**config.mk**
```make
export PLATFORM = sky130hd
export DESIGN_NAME = m_seq_sync_flat
export DESIGN_NICKNAME = d
export VERILOG_FILES = /design/src/rtl/m_seq_pkg.sv /design/src/rtl/m_seq_sync_if.sv /design/src/rtl/m_lfsr.sv /design/src/rtl/m_seq_sync.sv /design/src/flat_wrapper.sv
export SDC_FILE = /design/constraint.sdc
export NUM_CORES = 1
export LEC_CHECK = 0
export BUFFER_PORTS_ARGS = -buffer_cell sky130_fd_sc_hd__buf_2
export CAP_MARGIN = 20
export CELL_PAD_IN_SITES_DETAIL_PLACEMENT = 0
export CELL_PAD_IN_SITES_GLOBAL_PLACEMENT = 1
export CORE_MARGIN = 2
export CORE_UTILIZATION = 43
export CTS_CLUSTER_SIZE = 20
export DETAILED_ROUTE_END_ITERATION = 6
export PLACE_DENSITY = 0.76
export SLEW_MARGIN = 5
export SYNTH_ARGS = -nofsm -noshare
export SYNTH_HDL_FRONTEND = slang
export SYNTH_HIERARCHICAL = 1
export SYNTH_SLANG_ARGS = --single-unit
```
**constraint.sdc**
```tcl
create_clock -name clk -period 3.3 [get_ports clk]
set_input_delay 0.33 -clock clk [delete_from_list [all_inputs] [get_ports clk]]
set_output_delay 0.33 -clock clk [all_outputs]
set_load 0.01 [all_outputs]
```
**src/rtl/m_seq_pkg.sv**
```systemverilog
// Shared definitions for the m-sequence generator and sync checker:
// state encoding, default LFSR shape and the LFSR step function.
package m_seq_pkg;

    localparam logic [1:0] ST_HUNT   = 2'd0;
    localparam logic [1:0] ST_VERIFY = 2'd1;
    localparam logic [1:0] ST_LOCK   = 2'd2;

    localparam int                   DEF_WIDTH = 3;
    localparam logic [DEF_WIDTH-1:0] DEF_TAPS  = 3'b101;

    // Widest LFSR the step function handles; callers zero-extend and truncate.
    localparam int LFSR_MAX_W = 32;

    function automatic logic [LFSR_MAX_W-1:0] lfsr_next(
        input logic [LFSR_MAX_W-1:0] st,
        input logic [LFSR_MAX_W-1:0] taps
    );
        return {st[LFSR_MAX_W-2:0], ^(st & taps)};
    endfunction

endpackage

```
**src/rtl/m_seq_sync_if.sv**
```systemverilog
// Bit-stream input and status outputs of the m-sequence sync checker.
interface m_seq_sync_if;

    logic        din;
    logic        din_valid;
    logic        locked;
    logic [1:0]  state;
    logic        exp_bit;
    logic        bit_err;
    logic        lock_lost;
    logic [15:0] err_cnt;

    modport master (
        output din, din_valid,
        input  locked, state, exp_bit, bit_err, lock_lost, err_cnt
    );

    modport slave (
        input  din, din_valid,
        output locked, state, exp_bit, bit_err, lock_lost, err_cnt
    );

endinterface

```
**src/rtl/m_lfsr.sv**
```systemverilog
// Fibonacci LFSR with parallel load; advances one step per asserted advance.
module m_lfsr
    import m_seq_pkg::*;
#(
    parameter int               WIDTH = DEF_WIDTH,
    parameter logic [WIDTH-1:0] TAPS  = WIDTH'(DEF_TAPS)
) (
    input  logic             clk,
    input  logic             rst,
    input  logic             load,
    input  logic [WIDTH-1:0] load_val,
    input  logic             advance,
    output logic [WIDTH-1:0] state
);

    logic [WIDTH-1:0] state_q;
    logic [WIDTH-1:0] state_d;

    always_comb begin
        state_d = state_q;
        if (load) begin
            state_d = load_val;
        end else if (advance) begin
            state_d = WIDTH'(lfsr_next(LFSR_MAX_W'(state_q), LFSR_MAX_W'(TAPS)));
        end
    end

    always_ff @(posedge clk) begin
        if (rst) begin
            state_q <= '0;
        end else begin
            state_q <= state_d;
        end
    end

    assign state = state_q;

endmodule

```
**src/rtl/m_seq_sync.sv**
```systemverilog
// Receive-side m-sequence sync checker: self-seeds a local LFSR from the
// incoming bits, verifies it, holds lock and drops it on excessive errors.
module m_seq_sync
    import m_seq_pkg::*;
#(
    parameter int               WIDTH      = DEF_WIDTH,
    parameter logic [WIDTH-1:0] TAPS       = WIDTH'(DEF_TAPS),
    parameter int               VERIFY_LEN = 7,
    parameter int               WIN_LEN    = 16,
    parameter int               LOSS_THR   = 3
) (
    input logic         clk,
    input logic         rst,
    m_seq_sync_if.slave bus
);

    localparam int HC_W = $clog2(WIDTH + 1);
    localparam int VC_W = $clog2(VERIFY_LEN + 1);
    localparam int WC_W = $clog2(WIN_LEN + 1);
    localparam int EC_W = $clog2(LOSS_THR + 1);

    localparam logic [HC_W-1:0] HC_SAT  = HC_W'(WIDTH);
    localparam logic [HC_W-1:0] HC_LAST = HC_W'(WIDTH - 1);
    localparam logic [VC_W-1:0] VC_LAST = VC_W'(VERIFY_LEN - 1);
    localparam logic [WC_W-1:0] WC_LAST = WC_W'(WIN_LEN - 1);
    localparam logic [EC_W-1:0] EC_LAST = EC_W'(LOSS_THR - 1);

    logic [1:0]       state_q, state_d;
    logic [WIDTH-1:0] sh_q, sh_d;
    logic [HC_W-1:0]  hcnt_q, hcnt_d;
    logic [VC_W-1:0]  vcnt_q, vcnt_d;
    logic [WC_W-1:0]  wcnt_q, wcnt_d;
    logic [EC_W-1:0]  werr_q, werr_d;
    logic [15:0]      err_cnt_q, err_cnt_d;
    logic             exp_bit_q, exp_bit_d;
    logic             bit_err_q, bit_err_d;
    logic             lock_lost_q, lock_lost_d;

    logic             gen_load;
    logic             gen_adv;
    logic [WIDTH-1:0] gen_w;
    logic [WIDTH-1:0] sh_new;
    logic             exp_w;
    logic             mismatch;
    logic             hunt_ready;

    m_lfsr #(
        .WIDTH (WIDTH),
        .TAPS  (TAPS)
    ) u_gen (
        .clk      (clk),
        .rst      (rst),
        .load     (gen_load),
        .load_val (sh_new),
        .advance  (gen_adv),
        .state    (gen_w)
    );

    // sh holds the transmitter state: oldest received bit in the MSB.
    assign sh_new     = WIDTH'({sh_q, bus.din});
    assign exp_w      = ^(gen_w & TAPS);
    assign mismatch   = (exp_w != bus.din);
    assign hunt_ready = (hcnt_q >= HC_LAST);

    always_ff @(posedge clk) begin
        if (rst) begin
            state_q <= ST_HUNT;
        end else begin
            state_q <= state_d;
        end
    end

    always_comb begin
        state_d = state_q;
        if (bus.din_valid) begin
            case (state_q)
                ST_HUNT: begin
                    if (hunt_ready && (sh_new != '0)) state_d = ST_VERIFY;
                end
                ST_VERIFY: begin
                    if (mismatch)                state_d = ST_HUNT;
                    else if (vcnt_q == VC_LAST)  state_d = ST_LOCK;
                end
                ST_LOCK: begin
                    if (mismatch && (werr_q == EC_LAST)) state_d = ST_HUNT;
                end
                default: state_d = ST_HUNT;
            endcase
        end
    end

    always_comb begin
        sh_d        = sh_q;
        hcnt_d      = hcnt_q;
        vcnt_d      = vcnt_q;
        wcnt_d      = wcnt_q;
        werr_d      = werr_q;
        err_cnt_d   = err_cnt_q;
        exp_bit_d   = exp_bit_q;
        bit_err_d   = 1'b0;
        lock_lost_d = 1'b0;
        gen_load    = 1'b0;
        gen_adv     = 1'b0;
        if (bus.din_valid) begin
            sh_d      = sh_new;
            exp_bit_d = 1'b0;
            case (state_q)
                ST_HUNT: begin
                    if (hcnt_q != HC_SAT) hcnt_d = hcnt_q + HC_W'(1);
                    if (state_d == ST_VERIFY) begin
                        gen_load = 1'b1;
                        vcnt_d   = '0;
                    end
                end
                ST_VERIFY: begin
                    gen_adv   = 1'b1;
                    exp_bit_d = exp_w;
                    if (mismatch) begin
                        bit_err_d = 1'b1;
                        hcnt_d    = '0;
                    end else begin
                        vcnt_d = vcnt_q + VC_W'(1);
                        if (state_d == ST_LOCK) begin
                            err_cnt_d = '0;
                            wcnt_d    = '0;
                            werr_d    = '0;
                        end
                    end
                end
                ST_LOCK: begin
                    gen_adv   = 1'b1;
                    exp_bit_d = exp_w;
                    wcnt_d    = wcnt_q + WC_W'(1);
                    if (mismatch) begin
                        bit_err_d = 1'b1;
                        werr_d    = werr_q + EC_W'(1);
                        if (err_cnt_q != 16'hFFFF) err_cnt_d = err_cnt_q + 16'd1;
                    end
                    // Losing lock wins over closing the window on the same bit.
                    if (state_d == ST_HUNT) begin
                        lock_lost_d = 1'b1;
                        hcnt_d      = '0;
                    end else if (wcnt_q == WC_LAST) begin
                        wcnt_d = '0;
                        werr_d = '0;
                    end
                end
                default: hcnt_d = '0;
            endcase
        end
    end

    always_ff @(posedge clk) begin
        if (rst) begin
            sh_q        <= '0;
            hcnt_q      <= '0;
            vcnt_q      <= '0;
            wcnt_q      <= '0;
            werr_q      <= '0;
            err_cnt_q   <= '0;
            exp_bit_q   <= 1'b0;
            bit_err_q   <= 1'b0;
            lock_lost_q <= 1'b0;
        end else begin
            sh_q        <= sh_d;
            hcnt_q      <= hcnt_d;
            vcnt_q      <= vcnt_d;
            wcnt_q      <= wcnt_d;
            werr_q      <= werr_d;
            err_cnt_q   <= err_cnt_d;
            exp_bit_q   <= exp_bit_d;
            bit_err_q   <= bit_err_d;
            lock_lost_q <= lock_lost_d;
        end
    end

    assign bus.locked    = (state_q == ST_LOCK);
    assign bus.state     = state_q;
    assign bus.exp_bit   = exp_bit_q;
    assign bus.bit_err   = bit_err_q;
    assign bus.lock_lost = lock_lost_q;
    assign bus.err_cnt   = err_cnt_q;

endmodule

```
**src/flat_wrapper.sv**
```systemverilog
// flat-port wrapper written by rule: the top's interface ports become plain ports
module m_seq_sync_flat import m_seq_pkg::*;
#(
    parameter int               WIDTH      = DEF_WIDTH,
    parameter logic [WIDTH-1:0] TAPS       = WIDTH'(DEF_TAPS),
    parameter int               VERIFY_LEN = 7,
    parameter int               WIN_LEN    = 16,
    parameter int               LOSS_THR   = 3
)
  (clk, rst, bus_din, bus_din_valid, bus_locked, bus_state, bus_exp_bit, bus_bit_err, bus_lock_lost, bus_err_cnt);
  m_seq_sync_if bus_i ();
  input logic clk;
  input logic rst;
  input wire logic [$bits(bus_i.din)-1:0] bus_din;
  input wire logic [$bits(bus_i.din_valid)-1:0] bus_din_valid;
  output wire logic [$bits(bus_i.locked)-1:0] bus_locked;
  output wire logic [$bits(bus_i.state)-1:0] bus_state;
  output wire logic [$bits(bus_i.exp_bit)-1:0] bus_exp_bit;
  output wire logic [$bits(bus_i.bit_err)-1:0] bus_bit_err;
  output wire logic [$bits(bus_i.lock_lost)-1:0] bus_lock_lost;
  output wire logic [$bits(bus_i.err_cnt)-1:0] bus_err_cnt;
  assign bus_i.din = bus_din;
  assign bus_i.din_valid = bus_din_valid;
  assign bus_locked = bus_i.locked;
  assign bus_state = bus_i.state;
  assign bus_exp_bit = bus_i.exp_bit;
  assign bus_bit_err = bus_i.bit_err;
  assign bus_lock_lost = bus_i.lock_lost;
  assign bus_err_cnt = bus_i.err_cnt;
  m_seq_sync #(.WIDTH(WIDTH), .TAPS(TAPS), .VERIFY_LEN(VERIFY_LEN), .WIN_LEN(WIN_LEN), .LOSS_THR(LOSS_THR)) u_core (.clk(clk), .rst(rst), .bus(bus_i));
endmodule
```
==> impl_results.md <==
* Worst slew pin tran at 0.829 ns
* DR iter-0 viols at 124
* Clk network pwr share at 41.8%
* Seq/Total Area, Yosys at 34.5%
* Main flop type after synthesis: sky130_fd_sc_hd__dfxtp_1
* Min cycle time layout at 2.94 ns
* Outcome: finished clean
* Max Transition Viols Final at 0
* Sequential Power Share at 50.0%
* Number of enable flip-flop cells after synthesis at 0
* NetSw at 226 uW
* Data arrival time of the critical path at 3.16 ns
* Largest cells by area after synthesis: sky130_fd_sc_hd__dfxtp_1 35%, sky130_fd_sc_hd__ha_1 6.2%, sky130_fd_sc_hd__nand2_1 5.8%, sky130_fd_sc_hd__a21oi_1 5.7%, sky130_fd_sc_hd__nor2_1 4.6%
* CTS tree: built
* Layout net count at 310
* Number of antenna violations at the first check in global routing at 0
* Total standard cell area after synthesis at 2200 um^2
* Cell total after placement at 358
* Crit Path Class: flop to flop
* Hold bufs inserted after CTS at 0
* Post-cts sizing count at 0
* Post-detailed-route count of antenna-violating nets at 0
* Half-perimeter wire length of the detailed placement result at 3.68 mm
* Average detailed-routed wire length per instance at 14.6 um
* Width of the die at 75.6 um
* Worst hold path stage count at 3
* Maximum number of pins on one net before global-route repair at 36
* Mean instance size in the synthesized netlist at 8.28 um^2
* Starting density of the core at 44.0%
* Synth warnings at 6
* Non-filler cells in the finished layout at 366
* Largest area contributor in the synthesized netlist: sky130_fd_sc_hd__dfxtp_1
* Layout cell share with drive strength beyond 1 at 16.2%
* Highest fanout seen on the critical path at 10
* N_diodes at 0
* Setup total negative slack at 0 ns
* Root buffer cell: sky130_fd_sc_hd__clkbuf_8
* Largest vdd supply drop at 0.000169 V
* Standard-cell rows at 26
* DRC violation count after routing at 0
* Total I/O pin count at 26
* Data required time at the worst endpoint at 3.52 ns
* Crit end category: flop
* First-pass GRT wire length at 8.81 mm
* Number of synthesized register bits at 38
* Number of buffers on the longest clock path at 2
* Vias in the first global route at 1837
* Kind of start point of the critical path: flop
* Number of H-tree branching levels at 2
* Maxcap violations at 0
* Switching fraction of total power at 24.0%
* Slowest cell on the critical path: sky130_fd_sc_hd__dfxtp_1
* Max_slew headroom at 44.6%
* GRT overflow at 0
* Gate Count Post-Synth at 266
* Async S/R FF share, synth at 0%
* Final Util at 50.5%
* Largest incremental delay on the critical path at 0.49 ns
* Post-synth cell types at 58
* Post-synth net total at 281
* Area added between synthesis and finish at 14.9%
* Setup-violating endpoint count in the final report at 0
* CTS Buf Count at 5
* Static leakage at 0.984 nW
* Final WS setup at 0.364 ns
* Critical Path, Cell by Cell: inv_1 > ha_1 > nand2_1 > o22ai_1 > a221oi_4 > nand3_2 > a221o_1 > or3b_1 > a21oi_1
* Final-layout fill cell count at 537
* Overall Global Routing Usage at 20.2%
* Pre-antenna DRT Iters at 4
* Post-placement worst setup slack at 0.388 ns
* Number of hold violations in the final report at 0
* Via count at 2057
* Worst-case register-to-register setup slack at 0.36 ns
* Max frequency at 0.341 GHz
* Critical path's top delay family: compound AO/OA/AOI/OAI gates
* Floorplan die height at 75.6 um
* Power density relative to cell area at 371 nW/um^2
* Setup repair after global routing missed its margin: no
* Cell depth of the worst flop-to-flop path at 9
* Area fraction of the dominant cell type after synthesis at 34.5%
* Worst-case clock skew at 0.00713 ns
* Core box area at 5010 um^2
* Routed via count divided by cell count at 5.62
* Final period util at 89.0%
* Routability cong. at 0.941
* Later-pin clock latency in the skew report at 0.29 ns
* Part of the power in combinational logic at 8.2%
* Buffer and inverter count on the worst path at 1
* Number of buffers inserted to repair setup after CTS at 0
* Cell count along the critical path at 9
* Clock transition at the registers of the reported paths at 0.08 ns
* Total number of clock tree sinks at 38
* Internal power summed over all cells at 715 uW
* Total Die Area at 5710 um^2
* Buffers on Ports at 25
* Post-detailed-routing wire length at 5.33 mm
* Worst hold-check path type: primary input to flop
-- through the flow --
stage                     power [mW]  hold slack (ns)  instance area, um^2
after global placement         0.557            0.450                 2430
final                          0.941            0.350                 2530
after global routing           0.983            0.351                 2530
after CTS                      0.955            0.345                 2530
after floorplan                0.535            0.403                 2200
after detailed placement       0.557            0.457                 2430
-- cell usage after synthesis, types with 4 or more instances --
library cell / number
sky130_fd_sc_hd__inv_1: 9
sky130_fd_sc_hd__nor2_1: 27
sky130_fd_sc_hd__clkbuf_1: 7
sky130_fd_sc_hd__or3_1: 4
sky130_fd_sc_hd__mux2i_1: 5
sky130_fd_sc_hd__a211oi_1: 10
sky130_fd_sc_hd__nor3_1: 4
sky130_fd_sc_hd__nand3_1: 8
sky130_fd_sc_hd__dfxtp_1: 38
sky130_fd_sc_hd__nand3b_1: 5
sky130_fd_sc_hd__ha_1: 11
sky130_fd_sc_hd__a21oi_1: 25
sky130_fd_sc_hd__o21ai_0: 9
sky130_fd_sc_hd__nand2_1: 34
sky130_fd_sc_hd__and3_1: 5
sky130_fd_sc_hd__nor2b_1: 4
-- registers in the layout, indices dropped and copies added (netlist names) --
signal,count
u_core/werr_q,2
u_core/bus.exp_bit,1
u_core/vcnt_q,3
u_core/bus.bit_err,1
u_core/wcnt_q,5
u_core/sh_q,2
u_core/hcnt_q,2
u_core/u_gen/state,3
u_core/bus.state,2
u_core/bus.lock_lost,1
u_core/bus.err_cnt,16
-- layout make-up --
class,instances,area [um^2],area share [%]
Clock buffer,7,76.3,3.01
Sequential cell,38,761,30.0
Multi-Input combinational cell,209,1370,54.1
Inverter,10,37.5,1.48
Clock inverter,1,30.0,1.19
Tap cell,70,87.6,3.46
Timing Repair Buffer,31,170,6.72
-- worst min-delay path, delay by kind of cell --
family	cells	cell delay [ns]
AOI/OAI and AO/OA	1	0.06
buffers and inverters	2	0.20
-- worst paths after layout --
| check | startpoint | endpoint |
|---|---|---|
| setup / recovery | u_core/bus.state[1] | u_core/vcnt_q[1] |
| hold / removal | bus_din | u_core/u_gen/state[0] |
| setup reg to reg | u_core/bus.state[1] | u_core/vcnt_q[1] |
| hold reg to reg | u_core/werr_q[1] | u_core/werr_q[1] |
-- power by group through the flow --
stage               Combinational (mW)  Sequential, mW  Clock, mW
detailed placement              0.0762           0.481          0
global placement                0.0763           0.481          0
finish                          0.0772           0.470      0.394
CTS                             0.0768           0.470      0.408
global route                    0.0856           0.471      0.426
floorplan                       0.0552           0.479          0
-- per-layer routing --
layer / up-vias / GRT usage [%] / wire length, um
li1: 1038 / - / -
met1: 967 / 28.8 / 2700
met2: 43 / 30.9 / 2340
met3: 9 / 3.57 / 211
met4: 0 / 6.43 / 77
met5: - / 0 / 0
-- placed cells by master (no fill, tap or decap), types with 3 or more instances in the layout --
master                     count
sky130_fd_sc_hd__buf_2        25
sky130_fd_sc_hd__or3_1         4
sky130_fd_sc_hd__o21ai_0       9
sky130_fd_sc_hd__and3_1        5
sky130_fd_sc_hd__nand3_1       8
sky130_fd_sc_hd__a311oi_1      3
sky130_fd_sc_hd__buf_4         6
sky130_fd_sc_hd__nand2_1      34
sky130_fd_sc_hd__clkbuf_8      5
sky130_fd_sc_hd__dfxtp_1      38
sky130_fd_sc_hd__or2_2         3
sky130_fd_sc_hd__mux2i_1       5
sky130_fd_sc_hd__inv_1         9
sky130_fd_sc_hd__nor2_1       27
sky130_fd_sc_hd__nand2b_1      3
sky130_fd_sc_hd__a21o_1        3
sky130_fd_sc_hd__nor2b_1       4
sky130_fd_sc_hd__nand3b_1      5
sky130_fd_sc_hd__nor3_1        4
sky130_fd_sc_hd__and2_1        3
sky130_fd_sc_hd__a211oi_1     10
sky130_fd_sc_hd__ha_1         11
sky130_fd_sc_hd__a21oi_1      25
sky130_fd_sc_hd__a22o_1        3
-- cells by family (layout without fill, tap and decap cells) --
group / Yosys count / after routing / synth area share (%)
buf+inv: 19 / 49 / 3.29
simple gates: 113 / 113 / 26.1
fa+ha+maj: 11 / 11 / 6.25
mux: 7 / 7 / 3.29
compound gates: 75 / 75 / 24.6
xor+xnor: 3 / 3 / 1.93
flops: 38 / 38 / 34.5
No activity file was read; power rests on OpenSTA's default activity.
